## src/rtl/div_pkg.sv

```systemverilog
// Shared types and defaults for the serial restoring divider.
package div_pkg;

  typedef enum logic [1:0] {IDLE, BUSY, DONE} div_state_t;

  localparam int DIV_N_DEFAULT = 32;

endpackage : div_pkg

```

## src/rtl/div_step.sv

```systemverilog
// One unsigned restoring-division step: shift in the next dividend bit,
// trial-subtract the divisor and keep the difference when it does not borrow.
module div_step
  import div_pkg::*;
#(
  parameter int N = DIV_N_DEFAULT
) (
  input  logic [N:0]   r,
  input  logic         q_msb,
  input  logic [N-1:0] divisor,
  output logic [N:0]   r_next,
  output logic         q_bit
);

  localparam int unsigned RW = N + 1;

  logic [N:0] r_shift;
  logic [N:0] d_ext;
  logic [N:0] diff;

  // Compare and subtract are N+1 bits so the bit shifted out of r[N-1] is kept.
  always_comb begin
    r_shift = RW'({r, q_msb});
    d_ext   = {1'b0, divisor};
    diff    = r_shift - d_ext;
    q_bit   = (r_shift >= d_ext);
    r_next  = q_bit ? diff : r_shift;
  end

endmodule : div_step

```

## src/rtl/div_serial.sv

```systemverilog
// Sequential unsigned restoring divider, one quotient bit per clock, with a
// start/end_div handshake matching mult_serial.
module div_serial
  import div_pkg::*;
#(
  parameter int N = DIV_N_DEFAULT
) (
  input  logic         clock,
  input  logic         reset,
  input  logic         start,
  input  logic [N-1:0] A,
  input  logic [N-1:0] B,
  output logic         end_div,
  output logic [N-1:0] quociente,
  output logic [N-1:0] resto,
  output logic         div_by_zero
);

  localparam int unsigned CW = $clog2(N);

  div_state_t    state;
  div_state_t    state_next;
  logic [CW-1:0] count;
  logic          primed;
  logic [N-1:0]  q;
  logic [N:0]    r;
  logic [N-1:0]  divisor;

  logic          accept;
  logic          do_step;
  logic          last;
  logic [N:0]    r_next;
  logic          q_bit;

  div_step #(.N(N)) u_step (
    .r       (r),
    .q_msb   (q[N-1]),
    .divisor (divisor),
    .r_next  (r_next),
    .q_bit   (q_bit)
  );

  // State register
  always_ff @(posedge clock or negedge reset) begin
    if (!reset) begin
      state <= IDLE;
    end else begin
      state <= state_next;
    end
  end

  // Next state and datapath strobes; the first BUSY cycle only arms the step engine,
  // which places completion N+1 edges after the accepting edge.
  always_comb begin
    state_next = state;
    accept     = 1'b0;
    do_step    = 1'b0;
    last       = 1'b0;
    case (state)
      IDLE, DONE: begin
        if (start) begin
          accept     = 1'b1;
          state_next = BUSY;
        end
      end
      BUSY: begin
        if (primed) begin
          do_step = 1'b1;
          if (count == CW'(N - 1)) begin
            last       = 1'b1;
            state_next = DONE;
          end
        end
      end
      default: state_next = IDLE;
    endcase
  end

  // Working registers and result registers
  always_ff @(posedge clock or negedge reset) begin
    if (!reset) begin
      count       <= '0;
      primed      <= 1'b0;
      q           <= '0;
      r           <= '0;
      divisor     <= '0;
      end_div     <= 1'b0;
      quociente   <= '0;
      resto       <= '0;
      div_by_zero <= 1'b0;
    end else begin
      if (accept) begin
        q       <= A;
        divisor <= B;
        r       <= '0;
        count   <= '0;
        primed  <= 1'b0;
        end_div <= 1'b0;
      end else if (state == BUSY && !primed) begin
        primed <= 1'b1;
      end else if (do_step) begin
        q     <= {q[N-2:0], q_bit};
        r     <= r_next;
        count <= count + 1'b1;
        if (last) begin
          quociente   <= {q[N-2:0], q_bit};
          resto       <= r_next[N-1:0];
          div_by_zero <= (divisor == '0);
          end_div     <= 1'b1;
        end
      end
    end
  end

endmodule : div_serial
```

## config.mk

```make
export PLATFORM = sky130hd
export DESIGN_NAME = div_serial
export DESIGN_NICKNAME = d
export VERILOG_FILES = /design/src/rtl/div_pkg.sv /design/src/rtl/div_step.sv /design/src/rtl/div_serial.sv
export SDC_FILE = /design/constraint.sdc
export NUM_CORES = 1
export LEC_CHECK = 0
export CAP_MARGIN = 25
export CORE_MARGIN = 3
export CORE_UTILIZATION = 51
export DETAILED_ROUTE_END_ITERATION = 12
export GPL_ROUTABILITY_DRIVEN = 0
export PLACE_DENSITY = 0.76
export SKIP_CTS_REPAIR_TIMING = 1
export SLEW_MARGIN = 10
export SYNTH_ARGS = -nofsm -noshare
export SYNTH_HDL_FRONTEND = slang
export SYNTH_SLANG_ARGS = --single-unit
```

## constraint.sdc

```tcl
create_clock -name clock -period 3.37 [get_ports clock]
set_clock_uncertainty 0.05 [all_clocks]
set_input_delay 0.337 -clock clock [delete_from_list [all_inputs] [get_ports clock]]
set_output_delay 0.337 -clock clock [all_outputs]
set_load 0.02 [all_outputs]
```

After elaboration in Yosys (flattened, before gate mapping)
Cells that the tools add are included.
{"block": "word_totals", "regBits": 170, "in_bits": 67, "output_inout_bits": 66, "wordCells": 61}
{"block": "classes", "add_sub_neg": 2, "n_lt_le_gt_ge": 1, "n_eq_ne": 7, "mux": 27, "bitwise": 2, "n_reduce_logical": 12}
{"op": "two-way mux 32 bit", "count": 7}
{"op": "greater-or-equal comparator 33 x 32 -> 1 bit", "count": 1}
{"op": "logical NOT 32 bit", "count": 1}
{"op": "subtractor 32 bit", "count": 1}
{"op": "two-way mux 5 bit", "count": 3}
{"op": "two-way mux 1 bit", "count": 13}
{"op": "inequality test 2 bit (second input constant)", "count": 4}
{"op": "two-way mux 2 bit", "count": 3}
{"op": "AND reduction 3 bit", "count": 2}
{"op": "nonzero test 2 bit", "count": 3}
{"op": "adder 5 x 1 -> 5 bit (second input constant)", "count": 1}
{"op": "== test 5 bit (second input constant)", "count": 1}
{"op": "one-hot mux 2 bit (2 select lines)", "count": 1}
{"op": "AND reduction 4 bit", "count": 1}
{"op": "== test 2 x 1 -> 1 bit (second input constant)", "count": 1}
{"op": "== test 2 bit (second input constant)", "count": 1}
{"op": "logical NOT 2 bit", "count": 1}
{"op": "inverter 1 bit", "count": 2}
{"op": "AND reduction 2 bit", "count": 1}
{"op": "OR reduction 2 bit", "count": 1}
{"op": "logical AND 1 bit", "count": 1}
{"op": "logical NOT 1 bit", "count": 1}

Depth between registers and ports, before layout
Gate-level depths: netlist of run 1.
{"block": "depth", "ltp_word": 8, "depth_mapped": 13, "depth_no_buf": 12}

Hierarchy
A second synthesis of run 1 with hierarchy kept.
{"block": "unflattened", "cells_unflattened": 997, "hier_area_um2": 9562.9}
{"mod": "div_serial", "n_inst": 1, "cells_each": 616, "area_per_inst_um2": 6835.3, "seq_area_each_um2": 4279.1}
{"mod": "div_step", "n_inst": 1, "cells_each": 381, "area_per_inst_um2": 2727.6, "seq_area_each_um2": 0.0}

Worst setup path after synthesis of run 1
No wires, ideal clock.
{"block": "synth_path", "kind": "register -> register", "startpoint": "register divisor[0]", "endpoint": "register resto[28]", "setup_time_ns": 0.129, "arrival_time_ns": 2.573, "required_time_ns": 3.191, "setup_slack_ns": 0.617, "stages_incl_launch_ff": 12, "n_path_buf": 0, "period_less_slack_ns": 2.753, "cell_sequence": "dfrtp_1 > ha_1 > fa_1 > nand2b_1 > a21o_1 > a21oi_2 > a311oi_1 > o21ai_0 > a31oi_1 > xnor2_1 > mux2i_1 > o21ai_1"}
{"block": "synth_between", "elab_chain_cells": 2, "word_cells_on_any_way": 3, "classes_between": "1 x add/sub; 1 x order compare; 1 x mux"}
{"item": "start: declaration", "line": "div_serial.sv:27", "rtl": "logic [N-1:0] divisor;"}
{"item": "start signal: assignment", "line": "div_serial.sv:86", "rtl": "divisor <= '0;"}
{"item": "start signal: assignment", "line": "div_serial.sv:94", "rtl": "divisor <= B;"}
{"item": "subtractor 32 bit or greater-or-equal comparator 33 x 32 -> 1 bit (tied branches)", "line": "div_step.sv:25, div_step.sv:26"}
{"item": "two-way mux 32 bit *", "line": "div_step.sv:27", "rtl": "r_next = q_bit ? diff : r_shift;"}
{"item": "end signal: assignment", "line": "div_serial.sv:107", "rtl": "resto <= r_next[N-1:0];"}
{"item": "end: declaration", "line": "div_serial.sv:15", "rtl": "output logic [N-1:0] resto,"}
Mark *: on every way between the ends. The rest lies on a longest branch, timed or not.
A chain may end at the register's enable or synchronous reset.

Worst setup path in the final report of run 1
{"block": "layout_path", "startpoint": "register divisor[10]", "endpoint": "register resto[15]"}
Same word-level chain as after synthesis.

==> flow_summary_export.csv, run 1 <==
group,metric,value,unit
outcome,status,"finished, final reports clean",
sta,worstMarginPinSlew,0.862,ns
hold_path,min-delay-path-class,"in -> reg",
detailed_routing,via_per_inst,5.53,
job,drv_cap,0,
critical_path,critPathKind,"reg -> reg",
floorplan,coreArea,16600,µm²
global_route,grt_pass1_wl,36400,µm
critical_path,max_stage_delay,0.53,ns
yosys,ys_warn_count,0,
clock_network,cts_sinks,170,
critical_path,required,3.63,ns
critical_path,cp.depth,11,
yosys,muxShareOfSynthArea,1.61,%
sta,hold_viol,0,
place,placed_area,10300,µm²
yosys,ys.flop_type,"dfrtp_1",
place,place_hpwl,15400,µm
critical_path,start_kind,"flip-flop",
sta,setup_slack,0.294,ns
critical_path,cp_max_fo,23,
sta,fmax,325,MHz
global_route,grt_pass1_vias,7291,
yosys,synth_top_family_by_area,"simple AND/OR/NAND/NOR gates",
detailed_routing,drc,0,
floorplan,die_w,137,µm
sta,setup_viol,0,
hold_path,holdPathStages,3,
detailed_routing,dr.pass1.iters,6,
yosys,ys_ff_latch,170,
floorplan,fp.dieH,137,µm
yosys,syn_area_per_cell,8.77,µm²
yosys,synth_edf_count,0,
yosys,yosys.area_share.adder,5.10,%
critical_path,cp-end-kind,"flip-flop",
clock_network,clkTransAtPathRegs,0.07,ns
sta,fin_crit_sh,91.3,%
cells_and_area,design_area,10900,µm²
detailed_routing,drt_iter0_drc,524,
global_route,grt_remaining_overflow,0,
critical_path,worstPathArrival,3.34,ns
yosys,synth_compound_area_share,18.1,%
detailed_routing,via_count,7460,
critical_path,slowest_stage,"or4_4",
cells_and_area,syn_to_final_growth,25.2,%
pwr,p_leak,5.00,nW
yosys,synth_fp_nets,1097,
clock_network,clock_latency,0.43,ns
cells_and_area,drive_above_1_share,6.21,%
critical_path,crit_family,"simple AND/OR/NAND/NOR gates",
yosys,synth_area,8730,µm²
cells_and_area,layout_commonest_cell,"nand2_1",
floorplan,die_area,18700,µm²
detailed_routing,wl_per_cell,16.2,µm
yosys,synth_xor_area_share,2.91,%
place,dpl_worst_slack,0.294,ns
cells_and_area,final_cell_mix,"nand2_1 (273), dfrtp_1 (170), clkdlybuf4s50_1 (131), o21ai_0 (113), inv_1 (42)",
critical_path,cp.buffers_inverters,2,
sta,fin_crit,3.08,ns
cells_and_area,final_util,65.6,%
detailed_routing,antenna_left,0,
clock_network,cts_buffer_depth,2,
pwr,peakVddDrop,0.572,mV
yosys,synth_cells,995,
floorplan,initial_utilization,52.4,%
floorplan,ios,133,
cells_and_area,antenna_cells,0,
detailed_routing,totalWireLength,21800,µm
place,port_buffers,132,
floorplan,rows,47,
clock_network,cts_buffers,17,
global_route,grt_max_degree,78,
clock_network,cts_root_buf,"clkbuf_16",
sta,rsz0062_at_grt,"false",
sta,drv_slew,0,
cells_and_area,fillers,1387,
yosys,async_reset_ff_share,100,%
yosys,synth_seq_area_share,48.8,%
yosys,synth_cell_types,60,
global_route,antenna_found_initial,0,
global_route,grt_use_total,24.2,%
clock_network,cts_tree,"yes",
sta,slew_headroom,42.5,%
yosys,synthSimpleGateAreaFrac,19.5,%
critical_path,worstRegToRegCells,11,
critical_path,crit_chain,"inv_1 > ha_1 > nand2_1 > or4_4 > a21oi_4 > or3_4 > a31oi_4 > o21ai_4 > buf_4 > mux2i_1 > o21ai_1",
sta,setup_tns,0,ns
pwr,p_per_area,1250,nW/µm²
cells_and_area,fin_nets,1217,
sta,hold_ws,0.403,ns
clock_network,htree_num_levels,4,
-- cell type report --
type / instances / area [µm²] / area share, %
tap: 220 / 275 / 2.52
clock inverter: 14 / 171 / 1.57
sequential: 170 / 4250 / 38.9
inverter: 42 / 158 / 1.44
multi-input combinational: 733 / 4140 / 37.8
clock buffer: 18 / 439 / 4.02
timing repair buffer: 151 / 1490 / 13.7
-- stage by stage --
stage,power (mW),instances
floorplan,9.33,995
global placement,11.4,1315
detailed placement,11.6,1315
CTS,13.7,1347
global route,14.9,1348
finish,13.7,1348
-- cell families (layout without fill, tap and decap cells) --
| group | after synthesis | count (layout) |
|---|---|---|
| compound gates | 258 | 258 |
| simple gates | 397 | 397 |
| xor+xnor | 29 | 29 |
| buf+inv | 92 | 225 |
| mux | 14 | 14 |
| flops | 170 | 170 |
| fa+ha+maj | 35 | 35 |
-- synthesized netlist by cell type (10+ instances only) --
| cell | count | area (µm²) |
|---|---|---|
| inv_1 | 42 | 158 |
| o21ai_1 | 21 | 105 |
| ha_1 | 34 | 425 |
| nand3_1 | 39 | 195 |
| nor2_1 | 25 | 93.8 |
| a21o_1 | 10 | 75.1 |
| o21ai_0 | 113 | 566 |
| a21oi_1 | 38 | 190 |
| xor2_1 | 10 | 87.6 |
| nand2_1 | 274 | 1030 |
| clkbuf_1 | 42 | 158 |
| xnor2_1 | 19 | 166 |
| dfrtp_1 | 170 | 4250 |
| a22oi_1 | 30 | 225 |
| mux2i_1 | 14 | 140 |
-- worst reg2reg max path: stages (launching register included) --
cell     delay [ns]
dfrtp_1        0.36
inv_1          0.07
ha_1           0.39
nand2_1        0.11
or4_4          0.53
a21oi_4        0.17
or3_4          0.18
a31oi_4        0.09
o21ai_4        0.32
buf_4          0.32
mux2i_1        0.29
o21ai_1        0.10
-- power breakdown --
group          leakage [nW]  internal [mW]  switching (mW)
Combinational          2.54           3.28            4.76
Clock                 0.297           1.03           0.950
Sequential             2.17           3.01           0.640
-- state kept, by name, indices dropped and copies added (netlist names) --
name         count
count            5
state            2
quociente       32
end_div          1
primed           1
r               32
resto           32
q               32
div_by_zero      1
divisor         32
-- path summary, 6_finish.rpt --
check	slack, ns	from	to
worst max-delay path	0.29	divisor[10]	resto[15]
worst min-delay path	0.40	B[0]	divisor[0]
worst max register to register	0.29	divisor[10]	resto[15]
worst min register to register	0.42	state[1]	primed
max in group asynchronous	1.92	reset	end_div
min in group asynchronous	0.45	reset	resto[11]
-- metal layers --
metal,global-route usage [%],vias to the layer above,share of wire [%]
met1,32.2,3551,45
met3,7.24,33,6.8
met4,6.65,0,1.7
li1,-,3670,-
met2,38.9,206,47
met5,0,-,0
No activity file was read; power rests on OpenSTA's default activity.
==> inputs of run 2 (changes only) <==
--- a/config.mk
+++ b/config.mk
@@ -10,2 +10,3 @@
 export CORE_UTILIZATION = 51
+export CTS_CLUSTER_SIZE = 14
 export DETAILED_ROUTE_END_ITERATION = 12
@@ -14,3 +15,2 @@
 export SKIP_CTS_REPAIR_TIMING = 1
-export SLEW_MARGIN = 10
 export SYNTH_ARGS = -nofsm -noshare
--- a/constraint.sdc
+++ b/constraint.sdc
@@ -4,2 +4,2 @@
 set_output_delay 0.337 -clock clock [all_outputs]
-set_load 0.02 [all_outputs]
+set_load 0.005 [all_outputs]
==> results of run 2 <==
The final DEF is identical to that of run 1. Status: finished, final reports clean.
Main changes from that run: total power 13.7 mW -> 13.3 mW; worst IR drop on VDD 0.572 mV -> 0.551 mV
